<file path="src/rtl/vga_box_renderer.sv">
// Pixel stage behind the VGA timing generator: draws a solid square that bounces
// around the 640x480 active area, advancing once per frame, with colour/sync re-timed together.
module vga_box_renderer #(
    parameter int unsigned BOX_SIZE = 32,
    parameter int unsigned STEP     = 2,
    parameter logic [11:0] BG       = 12'h000
) (
    input  logic       clk,
    input  logic       reset,
    input  logic [9:0] hcount,
    input  logic [9:0] vcount,
    input  logic       hsync_in,
    input  logic       vsync_in,
    input  logic       hdisp,
    input  logic       vdisp,
    input  logic       pause,
    output logic       hsync,
    output logic       vsync,
    output logic [3:0] red,
    output logic [3:0] green,
    output logic [3:0] blue,
    output logic       frame_tick
);

    localparam int unsigned CW = 11;
    localparam logic [CW-1:0] XMAX   = CW'(640 - BOX_SIZE);
    localparam logic [CW-1:0] YMAX   = CW'(480 - BOX_SIZE);
    localparam logic [CW-1:0] STEP_W = CW'(STEP);
    localparam logic [CW-1:0] SIZE_W = CW'(BOX_SIZE);
    localparam logic [9:0] H_LAST  = 10'd799;
    localparam logic [9:0] V_LAST  = 10'd524;
    localparam logic [9:0] H_START = 10'd144;
    localparam logic [9:0] V_START = 10'd35;

    logic [9:0]  box_x_q, box_x_d;
    logic [9:0]  box_y_q, box_y_d;
    logic        dx_q, dx_d;
    logic        dy_q, dy_d;
    logic [1:0]  cidx_q, cidx_d;
    logic        hsync_q, vsync_q, tick_q, tick_d;
    logic [11:0] rgb_q, rgb_d;

    logic            frame_ev_c;
    logic [CW-1:0]   bx_w, by_w, px_w, py_w, nx_w, ny_w;
    logic            ndx_c, ndy_c, in_box_c;
    logic [9:0]      x_c, y_c;
    logic [11:0]     pal_c;

    // One axis of the bounce: returns {new_dir, new_pos}; reversal clamps to the wall.
    function automatic logic [CW:0] axis_next(input logic [CW-1:0] pos, input logic dir,
                                              input logic [CW-1:0] maxv);
        logic [CW:0] r;
        if (dir) begin
            if (pos + STEP_W >= maxv) r = {1'b0, maxv};
            else                      r = {1'b1, pos + STEP_W};
        end else begin
            if (pos <= STEP_W)        r = {1'b1, CW'(0)};
            else                      r = {1'b0, pos - STEP_W};
        end
        return r;
    endfunction

    always_comb begin
        frame_ev_c = (hcount == H_LAST) && (vcount == V_LAST) && !pause;
        bx_w = {1'b0, box_x_q};
        by_w = {1'b0, box_y_q};
        {ndx_c, nx_w} = axis_next(bx_w, dx_q, XMAX);
        {ndy_c, ny_w} = axis_next(by_w, dy_q, YMAX);

        box_x_d = box_x_q;
        box_y_d = box_y_q;
        dx_d    = dx_q;
        dy_d    = dy_q;
        cidx_d  = cidx_q;
        tick_d  = frame_ev_c;
        if (frame_ev_c) begin
            box_x_d = 10'(nx_w);
            box_y_d = 10'(ny_w);
            dx_d    = ndx_c;
            dy_d    = ndy_c;
            // A double-axis bounce still advances the palette only once.
            cidx_d  = cidx_q + 2'((ndx_c != dx_q) || (ndy_c != dy_q));
        end
    end

    always_comb begin
        x_c  = hcount - H_START;
        y_c  = vcount - V_START;
        px_w = {1'b0, x_c};
        py_w = {1'b0, y_c};
        in_box_c = (px_w >= bx_w) && (px_w < bx_w + SIZE_W) &&
                   (py_w >= by_w) && (py_w < by_w + SIZE_W);
        case (cidx_q)
            2'd0:    pal_c = 12'hF00;
            2'd1:    pal_c = 12'h0F0;
            2'd2:    pal_c = 12'h00F;
            default: pal_c = 12'hFFF;
        endcase
        rgb_d = BG;
        if (!(hdisp && vdisp)) rgb_d = 12'h000;
        else if (in_box_c)     rgb_d = pal_c;
    end

    always_ff @(posedge clk or posedge reset) begin
        if (reset) begin
            box_x_q <= 10'd0;
            box_y_q <= 10'd0;
            dx_q    <= 1'b1;
            dy_q    <= 1'b1;
            cidx_q  <= 2'd0;
            hsync_q <= 1'b1;
            vsync_q <= 1'b1;
            tick_q  <= 1'b0;
            rgb_q   <= 12'h000;
        end else begin
            box_x_q <= box_x_d;
            box_y_q <= box_y_d;
            dx_q    <= dx_d;
            dy_q    <= dy_d;
            cidx_q  <= cidx_d;
            hsync_q <= hsync_in;
            vsync_q <= vsync_in;
            tick_q  <= tick_d;
            rgb_q   <= rgb_d;
        end
    end

    assign hsync      = hsync_q;
    assign vsync      = vsync_q;
    assign red        = rgb_q[11:8];
    assign green      = rgb_q[7:4];
    assign blue       = rgb_q[3:0];
    assign frame_tick = tick_q;

endmodule

</file>
<file path="config.mk">
export PLATFORM = sky130hd
export DESIGN_NAME = vga_box_renderer
export DESIGN_NICKNAME = d
export VERILOG_FILES = /design/src/rtl/vga_box_renderer.sv
export SDC_FILE = /design/constraint.sdc
export NUM_CORES = 1
export LEC_CHECK = 0
export BUFFER_PORTS_ARGS = -buffer_cell sky130_fd_sc_hd__clkbuf_2
export CAP_MARGIN = 20
export CORE_MARGIN = 2
export CORE_UTILIZATION = 55
export CTS_CLUSTER_SIZE = 20
export DETAILED_ROUTE_END_ITERATION = 7
export PLACE_DENSITY = 0.76
export SYNTH_ARGS = -nofsm -noshare
export SYNTH_HDL_FRONTEND = slang
export SYNTH_SLANG_ARGS = --single-unit
</file>
<file path="constraint.sdc">
create_clock -name clk -period 2.9 [get_ports clk]
set_input_delay 0.145 -clock clk [delete_from_list [all_inputs] [get_ports clk]]
set_output_delay 0.145 -clock clk [all_outputs]
set_load 0.05 [all_outputs]
</file>
==> out/summary.md, run 1 <==
* **run status** finished, final reports clean
* **number of buffer and inverter stages on the critical path** 2
* **number of hold-repair buffers added at the cts stage** 2
* **overall routing resource usage** 25.87%
* **Tightest Hold Check Type** in2async
* **Die H** 80.69 µm
* **DR top layer** met4
* **FF+latch count, synth** 28
* **period utilization** 94.89%
* **dpl hpwl** 5.944 mm
* **design internal power** 0.0005727 W
* **multi-input combinational cell area** 2232 µm²
* **logic depth of the worst register-to-register path** 10
* **effective utilization at floorplan** 57.68%
* **Crit Path Category** reg2reg
* **worst vdd rail ir drop** 0.1268 mV
* **net switching power figure** 0.0002276 W
* **DRT antenna net count** 0
* **most frequent cells after synthesis** 49 x ha_1, 36 x inv_1, 24 x a21oi_1, 24 x dfrtp_1
* **area of the core** 5608 µm²
* **iteration count of the initial detailed-routing pass** 5
* **worst clock skew** 0.004836 ns
* **nets in the synthesized netlist** 470
* **final net count** 507
* **sort of element at the start of the critical path** flop
* **DR WL met2** 3.282 mm
* **post-layout minimum cycle time** 2.752 ns
* **count of port buffers added during placement** 41
* **Worst-path clk slew** 0.10 ns
* **setup slack after placement** 0.07650 ns
* **fraction of synthesis flops using an asynchronous set or reset pin** 100.0%
* **mean routed wirelength per cell** 15.37 µm
* **Cell Chain, Critical Path** inv_1, ha_1, inv_1, ha_1, a21o_1, a21o_1, a2111oi_0, o21a_1, nand2_1, nor3_1
* **static leakage** 1.594 nW
* **top cell type's share of synthesized area** 18.96%
* **Crit. path cell count** 10
* **number of H-tree levels** 1
* **routed wl met3** 577 µm
* **headroom to the max-slew limit** 60.30%
* **Iteration-0 DRC Markers** 412
* **wire length after detailed routing** 7.715 mm
* **Die Area** 6510 µm²
* **end-of-flow core utilization** 63.70%
* **most used flip-flop cell after synthesis** dfrtp_1
* **sequential element share of the synthesized area** 21.82%
* **post-DR vias/cell** 6.149
* **Post-Synthesis Cell Area** 3234 µm²
* **Critical Path Slowest Stage Cell** a2111oi_0
* **placed cell areas** 3470 µm²
* **Achievable Freq** 363.4 MHz
* **Critical Path End Type** flop
* **post-route setup slack** 0.1482 ns
* **slew at the pin with the worst max-slew slack** 0.5918 ns
* **dominant cell by count in the synthesized netlist** ha_1
* **Sequential Area** 705.7 µm²
* **source-to-sink clock delay at the later pin of the worst-skew pair** 0.28 ns
* **detailed-route wire length on metal 1** 3.755 mm
* **number of warnings printed during yosys synthesis** 0
* **antenna violations before repair** 0
* **setup slack of the most critical reg-to-reg path** 0.15 ns
* **fill count** 497
* **synthesis-to-finish area growth** 10.44%
* **number of max-slew violations in the final report** 0
* **library cell with the largest summed area after synthesis** ha_1
* **pin count of the biggest net entering global routing** 29
* **drt drc** 0
* **clock tree from TritonCTS** yes
* **data required time of the worst path** 3.10 ns
* **RSZ-0062 raised after global routing** no
* **number of buffers inserted during clock tree synthesis** 3
* **GPL Wtd Cong** 0.9346
* **crit path max fanout** 8
* **site row count** 27
* **I/O Pins** 42
* **critical path arrival** 2.95 ns
* **number of cells upsized or downsized after cts** 0
* **max-capacitance violation count** 0
* **Largest stage delay, worst path** 0.52 ns
* **clock group share of total power** 28.0%
* **Max Root-Sink Buffers** 2
* **sequential share of power** 49.2%
* **Unique masters post-synth** 59
* **summed negative setup slack over all endpoints** 0 ns
* **top cells by area in the synthesized netlist** ha_1 19%, dfrtp_1 19%, inv_1 4.2%, a21oi_1 3.7%, xnor2_1 3.5%
* **via count of the first global-routing pass** 2,920
* **root cell of the clock tree** clkbuf_8
* **number of clock sinks** 28
* **EDFF count, synth** 0
* **first-pass GRT wire length** 13.39 mm
* **number of vias in the routed layout** 3,087
* **Finish-stage setup viols** 0
* **post-route cell area** 3572 µm²
* **Die Width** 80.69 µm
* **Mapped Avg Cell Area** 8.209 µm²
* **fraction of power spent switching nets** 28.44%
* **Syn Inst Count** 394
* **grt ovf** 0
* **power density normalized to cell area** 224.1 nW/µm²
* **Hold Violations, Final** 0
* **fraction of layout cells with a size suffix above 1** 16.05%
* **number of diodes** 0
* **share of total power in combinational logic** 22.8%
* **family with the most delay on the worst path** compound AO/OA/AOI/OAI gates
* **Post-CTS Setup Bufs** 0
## tightest hold or removal path, cell delays in order
cell	delay, ns
dlygate4sd3_1	0.53
clkbuf_2	0.10
inv_1	0.31
## final timing paths
kind                             from    endpoint
setup / recovery           box_y_q[5]    rgb_q[3]
hold / removal                  reset  box_y_q[4]
setup reg to reg           box_y_q[5]    rgb_q[3]
hold reg to reg             cidx_q[1]   cidx_q[1]
max in group asynchronous       reset        dx_q
min in group clk                vdisp   rgb_q[10]
## metrics by stage
step	std cells	power, W	hold WS (ns)
global route	502	0.0008488	0.4133
CTS	500	0.0007996	0.1528
global placement	494	0.0005707	0.2372
finish	502	0.0008004	0.3745
floorplan	394	0.0005165	0.1495
detailed placement	494	0.0005767	0.2380
## per-layer routing
metal  global-route usage (%)  vias to the layer above
met1                    37.59                     1408
met5                        0                        -
li1                         -                     1517
met3                    1.461                       11
met2                    41.00                      151
met4                    8.136                        0
## state kept, by name, indices dropped and copies added, names as in the netlist
register and cells:
box_x_q 9, hsync 1, cidx_q 2, rgb_q 3, frame_tick 1, vsync 1, dx_q 1, dy_q 1
box_y_q 9
## cell type report
type | count | area share, %
Tap cell | 72 | 2.522
Multi-Input combinational cell | 303 | 62.49
Sequential cell | 28 | 19.75
Inverter | 37 | 3.888
Clock buffer | 4 | 1.261
Timing Repair Buffer | 58 | 10.09
## power groups by stage
stage	Clock [W]	Combinational (W)	Sequential (W)
floorplan	0	0.000109	0.000408
global placement	0	0.000170	0.000401
detailed placement	0	0.000176	0.000401
CTS	0.000228	0.000178	0.000394
global route	0.000245	0.000210	0.000394
finish	0.000224	0.000183	0.000394
## kinds of logic (layout without fill, tap and decap cells)
group | count (synthesis) | after routing | share of synthesized area, %
AOI/OAI and AO/OA | 115 | 115 | 24.14
and+or+nand+nor | 114 | 114 | 19.03
buffers and inverters | 63 | 99 | 9.168
adders and majority gates | 49 | 49 | 18.96
DFF | 28 | 28 | 21.82
xor gates and xnor gates | 22 | 22 | 5.958
muxes | 3 | 3 | 0.9285
## cells in the final DEF, fill, tap and decap left out, drive strengths merged, types with 13 or more instances in the layout
master  count
ha         49
clkbuf     45
inv        36
a21oi      25
dfrtp      24
o21ai      21
nor2       21
nand2      17
nand3      16
nor3       14
buf        14
xnor2      13
Note: power is estimated with default switching activity, not from simulation.
==> inputs of run 2 (changes only) <==
==> config.mk (replaced) <==
export PLATFORM = sky130hd
export DESIGN_NAME = vga_box_renderer
export DESIGN_NICKNAME = d
export VERILOG_FILES = /design/src/rtl/vga_box_renderer.sv
export SDC_FILE = /design/constraint.sdc
export NUM_CORES = 1
export LEC_CHECK = 0
export CAP_MARGIN = 20
export CORE_MARGIN = 2
export CORE_UTILIZATION = 55
export CTS_CLUSTER_SIZE = 20
export DETAILED_ROUTE_END_ITERATION = 7
export DONT_BUFFER_PORTS = 1
export PLACE_DENSITY = 0.7
export SYNTH_ARGS = -nofsm -noshare
export SYNTH_HDL_FRONTEND = slang
export SYNTH_SLANG_ARGS = --single-unit
export TNS_END_PERCENT = 20
==> run 2 against run 1 <==
Net effect: non-clock buffer count shrank 41; worst hold slack lost 0.10 ns; die area is the same; largest power group unchanged.
==> out/summary.md, run 2 (synthesis gave the netlist of run 1 again) <==
* **registers with the highest flip-flop counts** box_x_q x9, box_y_q x9, rgb_q x3
* **number of buffer and inverter stages on the critical path** 2, unchanged
* **pin count of the biggest net entering global routing** 30, +3.4%
* **number of H-tree levels** 1, unchanged
* **number of vias in the routed layout** 3,003, -2.7%
* **number of placed instances with taps included** 453, -8.3%
* **Post-CTS Setup Bufs** 0, unchanged
* **Achievable Freq** 377.8 MHz, +4.0%
* **clock tree from TritonCTS** yes
* **Die H** 80.69 µm, unchanged
* **iteration count of the initial detailed-routing pass** 5, unchanged
* **Cell Chain, Critical Path** inv_1, ha_1, inv_1, ha_1, a21o_1, a21o_1, a2111oi_0, o21a_1, nand2_1, nor3_1
* **post-DR vias/cell** 6.514, +5.9%
* **fraction of layout cells with a size suffix above 1** 8.226%, -7.8 points
* **final net count** 466, -8.1%
* **critical path arrival** 2.83 ns, -0.12 ns
* **headroom to the max-slew limit** 37.32%, -23 points
* **count of port buffers added during placement** 0, -100%
* **Max Root-Sink Buffers** 2, unchanged
* **DRT antenna net count** 0, unchanged
* **static leakage** 1.419 nW, -11%
* **sort of element at the start of the critical path** flop
* **Critical Path End Type** flop
* **end-of-flow core utilization** 60.29%, -3.4 points
* **Largest stage delay, worst path** 0.49 ns, -0.03 ns
* **commonest non-fill, non-tap cell in the layout** ha_1
* **Worst-path clk slew** 0.10 ns, about the same
* **synthesis-to-finish area growth** 4.526%
* **GPL Wtd Cong** 0.9512, +1.8%
* **number of diodes** 0, unchanged
* **number of max-slew violations in the final report** 0, unchanged
* **Die Width** 80.69 µm, unchanged
* **placed cell areas** 3268 µm², -5.8%
* **crit path max fanout** 8, unchanged
* **first-pass GRT wire length** 13.02 mm, -2.8%
* **power density normalized to cell area** 235.2 nW/µm², +5.0%
* **period utilization** 91.27%, -3.6 points
* **Critical Path Slowest Stage Cell** dfrtp_1
* **I/O Pins** 42, unchanged
* **Die Area** 6510 µm², unchanged
* **drt drc** 0, unchanged
* **family with the most delay on the worst path** compound AO/OA/AOI/OAI gates
* **data required time of the worst path** 3.09 ns, about the same
* **grt ovf** 0, unchanged
* **number of buffers inserted during clock tree synthesis** 3, unchanged
* **number of clock sinks** 28, unchanged
* **area of the core** 5608 µm², unchanged
* **overall routing resource usage** 25.22%, -0.66 points
* **post-layout minimum cycle time** 2.647 ns, -0.1049 ns
* **non-filler cells in the finished layout** 461, -8.2%
* **Crit Path Category** reg2reg
* **Iteration-0 DRC Markers** 337, -18%
* **via count of the first global-routing pass** 2,738, -6.2%
* **Tightest Hold Check Type** in2async
* **root cell of the clock tree** clkbuf_8
* **post-route cell area** 3381 µm², -5.4%
* **most frequent cells in the layout** 49 x ha_1, 36 x inv_1, 24 x a21oi_1
* **effective utilization at floorplan** 57.68%, unchanged
* **dpl hpwl** 6.000 mm, +0.95%
* **site row count** 27, unchanged
* **Hold Violations, Final** 0, unchanged
* **source-to-sink clock delay at the later pin of the worst-skew pair** 0.27 ns, about the same
* **wire length after detailed routing** 7.764 mm, +0.64%
* **max-capacitance violation count** 0, unchanged
* **worst clock skew** 0.006364 ns, +0.001528 ns
* **summed negative setup slack over all endpoints** 0 ns, unchanged
* **worst vdd rail ir drop** 0.1801 mV, +42%
* **RSZ-0062 raised after global routing** no
* **antenna violations before repair** 0, unchanged
* **mean routed wirelength per cell** 16.84 µm, +9.6%
* **slew at the pin with the worst max-slew slack** 0.9429 ns, +0.3510 ns
* **run status** finished, final reports clean
* **Finish-stage setup viols** 0, unchanged
run 2: cell types whose count changed in the layout (fill, tap and decap cells not counted):
cell	before	now
dfrtp_2	0	3
clkbuf_2	41	0
dfrtp_1	24	21
clkbuf_8	3	4
clkbuf_1	1	0
run 2: final cells by class:
type,count,area (µm²)
clock buffer,4,55.05
fill,535,2227
inverter,37,138.9
multi-input combinational,303,2232
sequential,28,709.4
tap,72,90.09
timing repair buffer,17,155.1
run 2: per-stage QoR:
step	worst slack (ns)	total power (W)	hold WS (ns)
floorplan	0.4767	0.0005165	0.1495
global placement	0.2327	0.0005428	0.1496
detailed placement	0.1786	0.0005484	0.1496
CTS	0.2418	0.0007935	0.06081
global route	0.06397	0.0008442	0.2963
finish	0.2531	0.0007951	0.2698
run 2: final timing paths:
check	startpoint	to	slack (ns)	cells after the start
worst max-delay path	box_y_q[6]	rgb_q[3]	0.25	10
worst min-delay path	reset	box_y_q[3]	0.27	2
worst max register to register	box_y_q[6]	rgb_q[3]	0.25	10
worst min register to register	cidx_q[1]	cidx_q[1]	0.55	1
max in group asynchronous	reset	dx_q	2.12	3
min in group clk	vdisp	rgb_q[10]	0.28	5
run 2: per-layer routing:
layer	track usage, %	wire, µm	vias to the layer above
li1	-	-	1435
met1	37.23	3747	1426
met2	39.58	3369	134
met3	2.921	575	8
met4	4.746	72	0
met5	0	0	-
run 2: power breakdown:
part / switching, W / internal, W / total (W)
Combinational: 0.0000787 / 0.0000667 / 0.000145
Sequential: 0.0000101 / 0.000393 / 0.000403
Clock: 0.000125 / 0.000122 / 0.000246
run 2: timing repair:
item | in CTS | in global routing
endpoints found under the hold margin | 2 | 3
gates resized for setup | 0 | 0
hold buffers | 2 | 1
==> inputs of run 3 (changes only) <==
--- a/config.mk
+++ b/config.mk
@@ -11,7 +11,7 @@
 export CTS_CLUSTER_SIZE = 20
 export DETAILED_ROUTE_END_ITERATION = 7
 export DONT_BUFFER_PORTS = 1
-export PLACE_DENSITY = 0.7
+export PLACE_DENSITY = 0.66
 export SYNTH_ARGS = -nofsm -noshare
 export SYNTH_HDL_FRONTEND = slang
 export SYNTH_SLANG_ARGS = --single-unit
==> run 3 against run 2 <==
Net effect: the run now ends with negative hold slack left; cell count fell by 1.3%; die area did not move; clock power rose by 30%; via count fell by 4.1%; flip-flop and latch count did not move; highest routed layer unchanged.
==> out/summary.md, run 3 (synthesis gave the netlist of run 1 again) <==
* **multi-input combinational cell area** 2232 µm², unchanged
* **drt drc** 0, unchanged
* **registers with the highest flip-flop counts** box_x_q x9, box_y_q x9, rgb_q x3
* **most frequent cells in the layout** 49 x ha_1, 36 x inv_1, 24 x a21oi_1
* **setup slack of the most critical reg-to-reg path** 0.18 ns, -0.07 ns
* **Hold Violations, Final** 18, +18
* **post-DR vias/cell** 6.330, -2.8%
* **run status** finished, violations left
* **DRT antenna net count** 0, unchanged
* **launch point of the worst reg-to-reg path** box_y_q[5]
* **number of vias in the routed layout** 2,880, -4.1%
* **Die Width** 80.69 µm, unchanged
* **number of buffers inserted during clock tree synthesis** 3, unchanged
* **max-capacitance violation count** 0, unchanged
* **number of cells upsized or downsized after cts** 0, unchanged
* **Achievable Freq** 367.8 MHz, -2.7%
* **source-to-sink clock delay at the later pin of the worst-skew pair** 0.28 ns, about the same
* **Die H** 80.69 µm, unchanged
* **power density normalized to cell area** 258.1 nW/µm², +9.8%
* **summed negative setup slack over all endpoints** 0 ns, unchanged
* **Worst Hold Slack** -0.04197 ns, -0.3118 ns
* **I/O Pins** 42, unchanged
* **RSZ-0062 raised after global routing** no
* **site row count** 27, unchanged
* **Die Area** 6510 µm², unchanged
* **number of clock sinks** 28, unchanged
* **count of port buffers added during placement** 0, unchanged
* **Tightest Hold Check Type** in2async
* **headroom to the max-slew limit** 35.81%, -1.5 points
* **effective utilization at floorplan** 57.68%, unchanged
* **overall routing resource usage** 26.14%, +0.92 points
* **number of hold-repair buffers added at the cts stage** 2, unchanged
* **antenna violations before repair** 0, unchanged
* **Sequential Area** 709.4 µm², unchanged
* **fraction of layout cells with a size suffix above 1** 7.050%, -1.2 points
* **worst clock skew** 0.005828 ns, -0.0005361 ns
* **slew at the pin with the worst max-slew slack** 0.9617 ns, +0.01884 ns
* **Iteration-0 DRC Markers** 179, -47%
* **pin count of the biggest net entering global routing** 30, unchanged
* **critical path arrival** 2.92 ns, +0.09 ns
* **data required time of the worst path** 3.10 ns, about the same
* **Finish-stage setup viols** 0, unchanged
* **root cell of the clock tree** clkbuf_8
* **number of diodes** 0, unchanged
* **static leakage** 1.389 nW, -2.1%
* **number of max-slew violations in the final report** 0, unchanged
* **Post-CTS Setup Bufs** 0, unchanged
* **synthesis-to-finish area growth** 2.940%
* **worst vdd rail ir drop** 0.1807 mV, +0.33%
* **period utilization** 93.77%, +2.5 points
* **sort of element at the start of the critical path** flop
* **area of the core** 5608 µm², unchanged
* **number of H-tree levels** 1, unchanged
* **Critical Path End Type** flop
* **iteration count of the initial detailed-routing pass** 5, unchanged
* **dpl hpwl** 6.189 mm, +3.1%
* **GPL Wtd Cong** 0.9121, -4.1%
* **Crit Path Category** reg2reg
* **clock tree from TritonCTS** yes
* **placed cell areas** 3238 µm², -0.92%
* **post-route cell area** 3329 µm², -1.5%
* **wire length after detailed routing** 7.979 mm, +2.8%
* **grt ovf** 0, unchanged
* **crit path max fanout** 8, unchanged
* **Worst-path clk slew** 0.11 ns, about the same
* **via count of the first global-routing pass** 2,794, +2.0%
* **fill count** 537, +0.37%
* **mean routed wirelength per cell** 17.54 µm, +4.1%
* **commonest non-fill, non-tap cell in the layout** ha_1
* **first-pass GRT wire length** 13.32 mm, +2.3%
* **violated checks** negative hold slack
* **first element of the critical path** box_y_q[5]
* **Max Root-Sink Buffers** 2, unchanged
* **post-layout minimum cycle time** 2.719 ns, +0.07230 ns
* **final net count** 460, -1.3%
==> run 3: cell types whose count changed in the layout (fill, tap and decap cells not counted) <==
cell / before / now
dlygate4sd3_1: 3 / 2
buf_16: 1 / 0
bufinv_16: 0 / 1
clkbuf_8: 4 / 3
buf_4: 13 / 9
==> run 3: worst paths after layout <==
check,cells after the start,end
min in group clk,5,rgb_q[10]
min reg2reg,1,cidx_q[1]
max in group asynchronous,2,dx_q
max reg2reg,10,rgb_q[3]
min,1,rgb_q[10]
max,10,rgb_q[3]
==> run 3: report_power, final <==
part,switching [W],internal (W)
clock network,0.000135,0.000185
logic,0.0000756,0.0000607
registers,0.0000102,0.000393
total,0.000220,0.000639
==> run 3: final cells by class <==
| type | instances | area share [%] |
|---|---|---|
| Multi-Input combinational cell | 303 | 67.04 |
| Sequential cell | 28 | 21.31 |
| Inverter | 37 | 4.171 |
| Tap cell | 72 | 2.706 |
| Timing Repair Buffer | 11 | 2.631 |
| Clock buffer | 3 | 1.240 |
| Clock inverter | 1 | 0.9019 |
==> run 3: metrics by stage <==
| step | utilization [%] | hold WS, ns | power (W) | setup WS (ns) | std cells |
|---|---|---|---|---|---|
| 2_1_floorplan | - | 0.1495 | 0.0005165 | 0.4767 | 394 |
| 3_3_place_gp | 57.74 | 0.1496 | 0.0005412 | 0.1667 | 449 |
| 3_5_place_dp | 57.74 | 0.1496 | 0.0005458 | 0.2451 | 449 |
| 4_1_cts | 59.37 | 0.008682 | 0.0008735 | 0.2038 | 455 |
| 5_1_grt | 59.37 | 0.02843 | 0.0009055 | 0.02927 | 455 |
| 6_report | 59.37 | -0.04197 | 0.0008595 | 0.1808 | 455 |
==> run 3: routing by layer <==
layer / GRT usage [%] / share of wire [%] / wire [µm] / up-vias
met5: 0 / 0 / 0 / -
met4: 8.814 / 2.5 / 201 / 0
met3: 2.135 / 2.9 / 229 / 15
met2: 48.83 / 51 / 4033 / 70
met1: 31.14 / 44 / 3514 / 1368
li1: - / - / - / 1427
==> run 3: critical path: stages, from the launching register on <==
cell and delay, ns:
dfrtp_1 0.50, inv_1 0.19, ha_1 0.32, inv_1 0.04
ha_1 0.28, a21o_1 0.16, a21o_1 0.17, a2111oi_0 0.53
o21a_1 0.21, nand2_1 0.07, nor3_1 0.18
